`config.mk`:
```
export PLATFORM = sky130hd
export DESIGN_NAME = change_payout_sequencer
export DESIGN_NICKNAME = d
export VERILOG_FILES = /design/src/rtl/vend_pkg.sv /design/src/rtl/payout_timer.sv /design/src/rtl/change_payout_sequencer.sv
export SDC_FILE = /design/constraint.sdc
export NUM_CORES = 1
export LEC_CHECK = 0
export BUFFER_PORTS_ARGS = -buffer_cell sky130_fd_sc_hd__buf_4
export CORE_UTILIZATION = 30
export CTS_BUF_LIST = sky130_fd_sc_hd__clkbuf_16
export CTS_CLUSTER_DIAMETER = 200
export DETAILED_ROUTE_END_ITERATION = 8
export MAX_ROUTING_LAYER = met4
export SLEW_MARGIN = 20
export SYNTH_ARGS = -nofsm -noshare
export SYNTH_HDL_FRONTEND = slang
export SYNTH_HIERARCHICAL = 1
export SYNTH_SLANG_ARGS = --single-unit
```
`constraint.sdc`:
```
create_clock -name clk -period 2.3 [get_ports clk]
set_input_delay 0.345 -clock clk [delete_from_list [all_inputs] [get_ports clk]]
set_output_delay 0.345 -clock clk [all_outputs]
set_load 0.01 [all_outputs]
```
`src/rtl/vend_pkg.sv`:
```
// vend_pkg: coin denominations, tube bit indices and payout FSM states.
// Used by the vending top FSM, the change calculator and the payout sequencer.
// No ports; constants, types and one lookup helper only.
package vend_pkg;

  localparam int AMT_W_DEF = 9;
  localparam int NUM_DENOM = 5;

  // Bit positions in tube_empty / eject vectors
  localparam int DENOM_IDX_100 = 4;
  localparam int DENOM_IDX_50  = 3;
  localparam int DENOM_IDX_25  = 2;
  localparam int DENOM_IDX_10  = 1;
  localparam int DENOM_IDX_5   = 0;

  localparam logic [8:0] DENOM_CENTS_100 = 9'd100;
  localparam logic [8:0] DENOM_CENTS_50  = 9'd50;
  localparam logic [8:0] DENOM_CENTS_25  = 9'd25;
  localparam logic [8:0] DENOM_CENTS_10  = 9'd10;
  localparam logic [8:0] DENOM_CENTS_5   = 9'd5;

  typedef enum logic [2:0] {
    PS_IDLE,
    PS_SELECT,
    PS_EJECT,
    PS_WAIT_SENSE,
    PS_FINISH
  } payout_state_t;

  // Cent value of the tube at a given bit index (0 for unused indices).
  function automatic logic [8:0] denom_cents(input logic [2:0] idx);
    case (idx)
      3'(DENOM_IDX_100): denom_cents = DENOM_CENTS_100;
      3'(DENOM_IDX_50):  denom_cents = DENOM_CENTS_50;
      3'(DENOM_IDX_25):  denom_cents = DENOM_CENTS_25;
      3'(DENOM_IDX_10):  denom_cents = DENOM_CENTS_10;
      3'(DENOM_IDX_5):   denom_cents = DENOM_CENTS_5;
      default:           denom_cents = 9'd0;
    endcase
  endfunction

endpackage

```
`src/rtl/payout_timer.sv`:
```
// payout_timer: loadable down-counter, shared by the ejector pulse and sense-timeout phases.
// Latency: load takes effect next cycle; expired is combinational (count == 0), count holds at 0.
// Ports: clk, reset (async high), load/load_val (priority over dec), dec (count down), expired.
module payout_timer #(
  parameter int W = 16
) (
  input  logic         clk,
  input  logic         reset,
  input  logic         load,
  input  logic [W-1:0] load_val,
  input  logic         dec,
  output logic         expired
);

  logic [W-1:0] cnt_q, cnt_d;

  always_comb begin
    cnt_d = cnt_q;
    if (load) begin
      cnt_d = load_val;
    end else if (dec && (cnt_q != '0)) begin
      cnt_d = cnt_q - W'(1);
    end
  end

  always_ff @(posedge clk or posedge reset) begin
    if (reset) begin
      cnt_q <= '0;
    end else begin
      cnt_q <= cnt_d;
    end
  end

  assign expired = (cnt_q == '0);

endmodule

```
`src/rtl/change_payout_sequencer.sv`:
```
// change_payout_sequencer: pays change one coin at a time, greedy largest-first, confirming each on the optic.
// Latency: start@T -> SELECT@T+1 -> eject T+2..T+1+PULSE_CYCLES; zero amount gives done@T+2.
// Backpressure: start is accepted only in IDLE; starts while busy are dropped, not queued.
// Ports: clk, reset (async high); start/change_amount request; tube_empty[4:0] ($1,50,25,10,5c);
//   coin_sense optic; eject[4:0] one-hot solenoids; busy, done, fault, remaining, paid_amount status.
module change_payout_sequencer
  import vend_pkg::*;
#(
  parameter int AMT_W          = AMT_W_DEF,
  parameter int PULSE_CYCLES   = 4,
  parameter int TIMEOUT_CYCLES = 50
) (
  input  logic             clk,
  input  logic             reset,
  input  logic             start,
  input  logic [AMT_W-1:0] change_amount,
  input  logic [4:0]       tube_empty,
  input  logic             coin_sense,
  output logic [4:0]       eject,
  output logic             busy,
  output logic             done,
  output logic             fault,
  output logic [AMT_W-1:0] remaining,
  output logic [AMT_W-1:0] paid_amount
);

  localparam int TMR_W = 16;
  // Timer is loaded with N-1 so that the phase lasts exactly N cycles including the expiry cycle.
  localparam logic [TMR_W-1:0] PULSE_LOAD   = TMR_W'(PULSE_CYCLES - 1);
  localparam logic [TMR_W-1:0] TIMEOUT_LOAD = TMR_W'(TIMEOUT_CYCLES - 1);

  payout_state_t          state_q, state_d;
  logic [2:0]             k_q, k_d;
  logic [NUM_DENOM-1:0]   skip_q, skip_d;
  logic [AMT_W-1:0]       rem_q, rem_d;
  logic [AMT_W-1:0]       paid_q, paid_d;
  logic                   fault_q, fault_d;
  logic                   sensed_q, sensed_d;
  logic                   sense_prev_q;

  logic                   sense_rise;
  logic                   sel_found;
  logic [2:0]             sel_idx;
  logic [AMT_W-1:0]       k_val;
  logic                   tmr_load, tmr_dec, tmr_expired;
  logic [TMR_W-1:0]       tmr_val;

  assign sense_rise = coin_sense & ~sense_prev_q;
  assign k_val      = AMT_W'(denom_cents(k_q));

  // Ascending scan: the last qualifying index wins, i.e. the largest usable coin.
  // Requiring value <= remaining keeps the later subtraction from underflowing.
  always_comb begin
    sel_found = 1'b0;
    sel_idx   = '0;
    for (int i = 0; i < NUM_DENOM; i++) begin
      if (!tube_empty[i] && !skip_q[i] &&
          (AMT_W'(denom_cents(3'(i))) <= rem_q)) begin
        sel_found = 1'b1;
        sel_idx   = 3'(i);
      end
    end
  end

  always_comb begin
    state_d  = state_q;
    k_d      = k_q;
    skip_d   = skip_q;
    rem_d    = rem_q;
    paid_d   = paid_q;
    fault_d  = fault_q;
    sensed_d = sensed_q;
    tmr_load = 1'b0;
    tmr_val  = '0;
    tmr_dec  = 1'b0;
    unique case (state_q)
      PS_IDLE: begin
        if (start) begin
          rem_d   = change_amount;
          paid_d  = '0;
          fault_d = 1'b0;
          skip_d  = '0;
          state_d = PS_SELECT;
        end
      end
      PS_SELECT: begin
        if (rem_q == '0) begin
          state_d = PS_FINISH;
        end else if (!sel_found) begin
          fault_d = 1'b1;
          state_d = PS_FINISH;
        end else begin
          k_d      = sel_idx;
          sensed_d = 1'b0;
          tmr_load = 1'b1;
          tmr_val  = PULSE_LOAD;
          state_d  = PS_EJECT;
        end
      end
      PS_EJECT: begin
        // A fast coin can reach the optic while the solenoid is still energised.
        if (sense_rise) begin
          sensed_d = 1'b1;
        end
        if (tmr_expired) begin
          tmr_load = 1'b1;
          tmr_val  = TIMEOUT_LOAD;
          state_d  = PS_WAIT_SENSE;
        end else begin
          tmr_dec = 1'b1;
        end
      end
      PS_WAIT_SENSE: begin
        // Sense is checked before expiry so a coin on the last timeout cycle still counts.
        if (sensed_q || sense_rise) begin
          rem_d   = rem_q - k_val;
          paid_d  = paid_q + k_val;
          state_d = PS_SELECT;
        end else if (tmr_expired) begin
          skip_d[k_q] = 1'b1;
          state_d     = PS_SELECT;
        end else begin
          tmr_dec = 1'b1;
        end
      end
      PS_FINISH: begin
        state_d = PS_IDLE;
      end
      default: begin
        state_d = PS_IDLE;
      end
    endcase
  end

  always_ff @(posedge clk or posedge reset) begin
    if (reset) begin
      state_q      <= PS_IDLE;
      k_q          <= '0;
      skip_q       <= '0;
      rem_q        <= '0;
      paid_q       <= '0;
      fault_q      <= 1'b0;
      sensed_q     <= 1'b0;
      sense_prev_q <= 1'b0;
    end else begin
      state_q      <= state_d;
      k_q          <= k_d;
      skip_q       <= skip_d;
      rem_q        <= rem_d;
      paid_q       <= paid_d;
      fault_q      <= fault_d;
      sensed_q     <= sensed_d;
      sense_prev_q <= coin_sense;
    end
  end

  payout_timer #(
    .W (TMR_W)
  ) u_timer (
    .clk      (clk),
    .reset    (reset),
    .load     (tmr_load),
    .load_val (tmr_val),
    .dec      (tmr_dec),
    .expired  (tmr_expired)
  );

  // Outputs decode straight from state so the async reset drops the solenoid immediately.
  always_comb begin
    eject = '0;
    if (state_q == PS_EJECT) begin
      eject[k_q] = 1'b1;
    end
  end

  assign busy        = (state_q != PS_IDLE);
  assign done        = (state_q == PS_FINISH);
  assign fault       = fault_q;
  assign remaining   = rem_q;
  assign paid_amount = paid_q;

endmodule

```
==> impl_metrics.yaml <==
status:
  status: "complete, but fails checks"
  violations: "negative setup slack"
die:
  start_util_pct: 30.8
  io_pins: 44
  die_h_um: 107
  row_count: 38
  dieArea_um2: 11500
  coreArea_um2: 10800
  die_x_um: 107
critical_path:
  criticalPathCategory: "reg -> reg"
  critPathMaxStageDelay_ns: 0.45
  crit_path_end_kind: "flip-flop"
  r2r_slack_ns: -0.12
  path_max_fanout: 6
  rr_worst_depth: 8
  cp-start-kind: "flip-flop"
  crit_required_ns: 2.48
  cp_slowest_cell: "dfrtp_2"
  r2r-start: "remaining[3]$_DFFE_PP0P_"
  r2r_end: "u_timer/cnt_q[0]$_DFFE_PP0P_"
  critical_path.cell_chain: "nor2_1 -> nor4b_4 -> nor4_2 -> nand4b_1 -> and3_4 -> or2_4 -> buf_6 -> a221o_1"
  arrival_ns: 2.60
power:
  power-per-cell-area_nw_per_um2: 1490
  p_total_mw: 7.00
  p_sw_share_pct: 43.7
  p_seq_share_pct: 24.0
  leakagePower_nw: 2.14
  ir_drop_uv: 1100
  p_sw_mw: 3.06
  power.internal_mw: 3.94
  combPwrFrac_pct: 65.8
  clockPowerShare_pct: 10.2
global_route:
  grt_remaining_overflow: 0
  antenna_found_initial: 0
  grt_pass1_vias: 3237
  grt_max_degree: 33
  grt_util_all_layers_pct: 18.3
  grt_pass1_wl_um: 16000
detailed_routing:
  via_count: 3276
  drc: 0
  routed_via_density: 5.13
  drt-total-wl_um: 9720
  postRouteAntennaNets: 0
  drt-initial-drc-count: 201
  dr.pass1.iters: 4
  routedWlPerCell_um: 15.2
placed_design:
  placement.io_buffers: 43
  dpl_cell_area_um2: 4240
  gp_congestion: 0.907
  dp_hpwl_um: 7030
sta:
  hold_viol: 0
  fin_skew_ns: 0.00352
  finalSetupViolations: 10
  timing.fmax_mhz: 413
  post-route-min-period_ns: 2.42
  post-route-period-util_pct: 105
  fin_hold_ws_ns: 0.154
  rsz0062_at_grt: "yes"
  worst-slew-pin-transition_ns: 0.663
  final-max-slew-violation-count: 0
  tns_ns: -0.528
  relSlewSlack_pct: 55.8
  layout_setup_ws_ns: -0.119
min_path:
  hp-class: "in -> async"
synthesis:
  ys_seq_area_share_pct: 36.2
  ys_warn_count: 6
  syn_inst: 369
  synthTopCellsByArea: "dfrtp_1, ha_1, nor2_1"
  postSynth.asyncResetShare_pct: 100
  synth_edf_count: 0
  synthesis.area_um2: 3320
  ys_types: 71
  yosys_register_bits: 48
  yosysTopAreaCell: "dfrtp_1"
  synth.top_cell.area_share_pct: 36.2
  syn_avg_cell_area_um2: 9.00
  synth_ff_type: "dfrtp_1"
cts:
  cts_tree: "built"
  clock_path_buffers: 2
  cts_buffers: 5
  htree_levels: 2
  hold_buffers: 0
  cts.root.buffer_cell: "clkbuf_16"
  clk_latency_ns: 0.29
  clkSinkCount: 48
  clkTransAtPathRegs_ns: 0.07
cells_and_area:
  fin_util_pct: 43.6
  nets: 532
  drive_gt1_share_pct: 38.8
  syn2layout_area_growth_pct: 41.8
  layout_commonest_cell: "buf_4"
  n_antenna_cell: 0
  layout_common_cells: "buf_4, nor2_1, dfrtp_1"
  fin_area_um2: 4710
job:
  maxCapViolCount: 0
## Yosys cell counts, drive strengths merged (3+ instances only)
cell type,count
a22o,3
or4,8
nor3b,5
nand3,7
inv,20
a21o,3
xor2,7
or3,6
nor4b,3
buf,11
o311ai,5
ha,15
o31ai,3
nand2b,5
or2,3
xnor2,7
mux2,5
nor2,48
o21ai,24
a31oi,8
nand2,27
nor4,7
a21oi,15
nor3,13
dfrtp,48
nand4,4
and2,3
nor2b,6
o21a,4
clkbuf,4
a22oi,5
a211oi,4
nand4b,3
## metal layers
layer	vias up	wire, um	share of wire, %	global-route usage (%)
li1	1596	-	-	-
met1	1584	4550	47	24.1
met2	83	4590	47	28.6
met3	13	427	4.4	2.67
met4	0	161	1.7	6.26
met5	-	0	0	-
## per-stage QoR
step	instances	setup slack (ns)
floorplan	380	-0.0200
global placement	608	-0.121
detailed placement	608	-0.0835
CTS	635	-0.00944
global route	638	-0.195
finish	638	-0.119
## worst max path at each step
stage | from | to | cells after the start
2_1_floorplan | state_q[2]$_DFFE_PP0P_ | u_timer/cnt_q[9]$_DFFE_PP0P_ | 9
3_3_place_gp | remaining[3]$_DFFE_PP0P_ | u_timer/cnt_q[0]$_DFFE_PP0P_ | 8
3_5_place_dp | k_q[0]$_DFFE_PP0P_ | remaining[7]$_DFFE_PP0P_ | 9
4_1_cts | remaining[8]$_DFFE_PP0P_ | k_q[1]$_DFFE_PP0P_ | 14
5_1_grt | remaining[8]$_DFFE_PP0P_ | u_timer/cnt_q[0]$_DFFE_PP0P_ | 8
6_report | remaining[3]$_DFFE_PP0P_ | u_timer/cnt_q[0]$_DFFE_PP0P_ | 8
## cell type report
type,count,area (um2)
fill,1020,6080
clock inverter,3,11.3
clock buffer,5,125
multi-input combinational,295,2140
timing repair buffer,126,958
sequential,48,1210
tap,140,175
inverter,21,81.3
## sequential cells by signal (all words and copies together), names as in the netlist
register,count
u_timer/cnt_q,16
remaining,9
paid_amount,9
skip_q,5
fault,1
sense_prev_q,1
state_q,3
k_q,3
sensed_q,1
## cell families after synthesis
kind of cell / Yosys count / share of synthesized area, %
XOR/XNOR: 14 / 3.69
adder cells (fa/ha/maj): 17 / 6.86
buffers and inverters: 37 / 5.24
AND/OR/NAND/NOR: 157 / 28.1
other: 1 / 0.113
multiplexers: 6 / 2.00
AO/OA/AOI/OAI: 89 / 17.9
flip-flops: 48 / 36.2
## worst max-delay path, delay by kind of cell (launching register included)
kind | cells | cell delay, ns
compound gates | 1 | 0.33
simple gates | 6 | 1.40
flops | 1 | 0.45
buf+inv | 1 | 0.14
## timing repair
action	in CTS	in global routing
pin swaps	8	13
resized for setup	14	39
cloned	1	1
endpoints found under the setup margin	17	24
setup buffers	18	4
## power groups by stage
stage / sequential, mW / combinational [mW] / clock, mW
after global placement: 1.63 / 3.90 / 0
after global routing: 1.74 / 5.05 / 0.768
final: 1.68 / 4.61 / 0.716
after detailed placement: 1.64 / 3.97 / 0
after CTS: 1.65 / 4.23 / 0.739
after floorplan: 1.61 / 2.45 / 0
(Power assumes the default switching activity.)
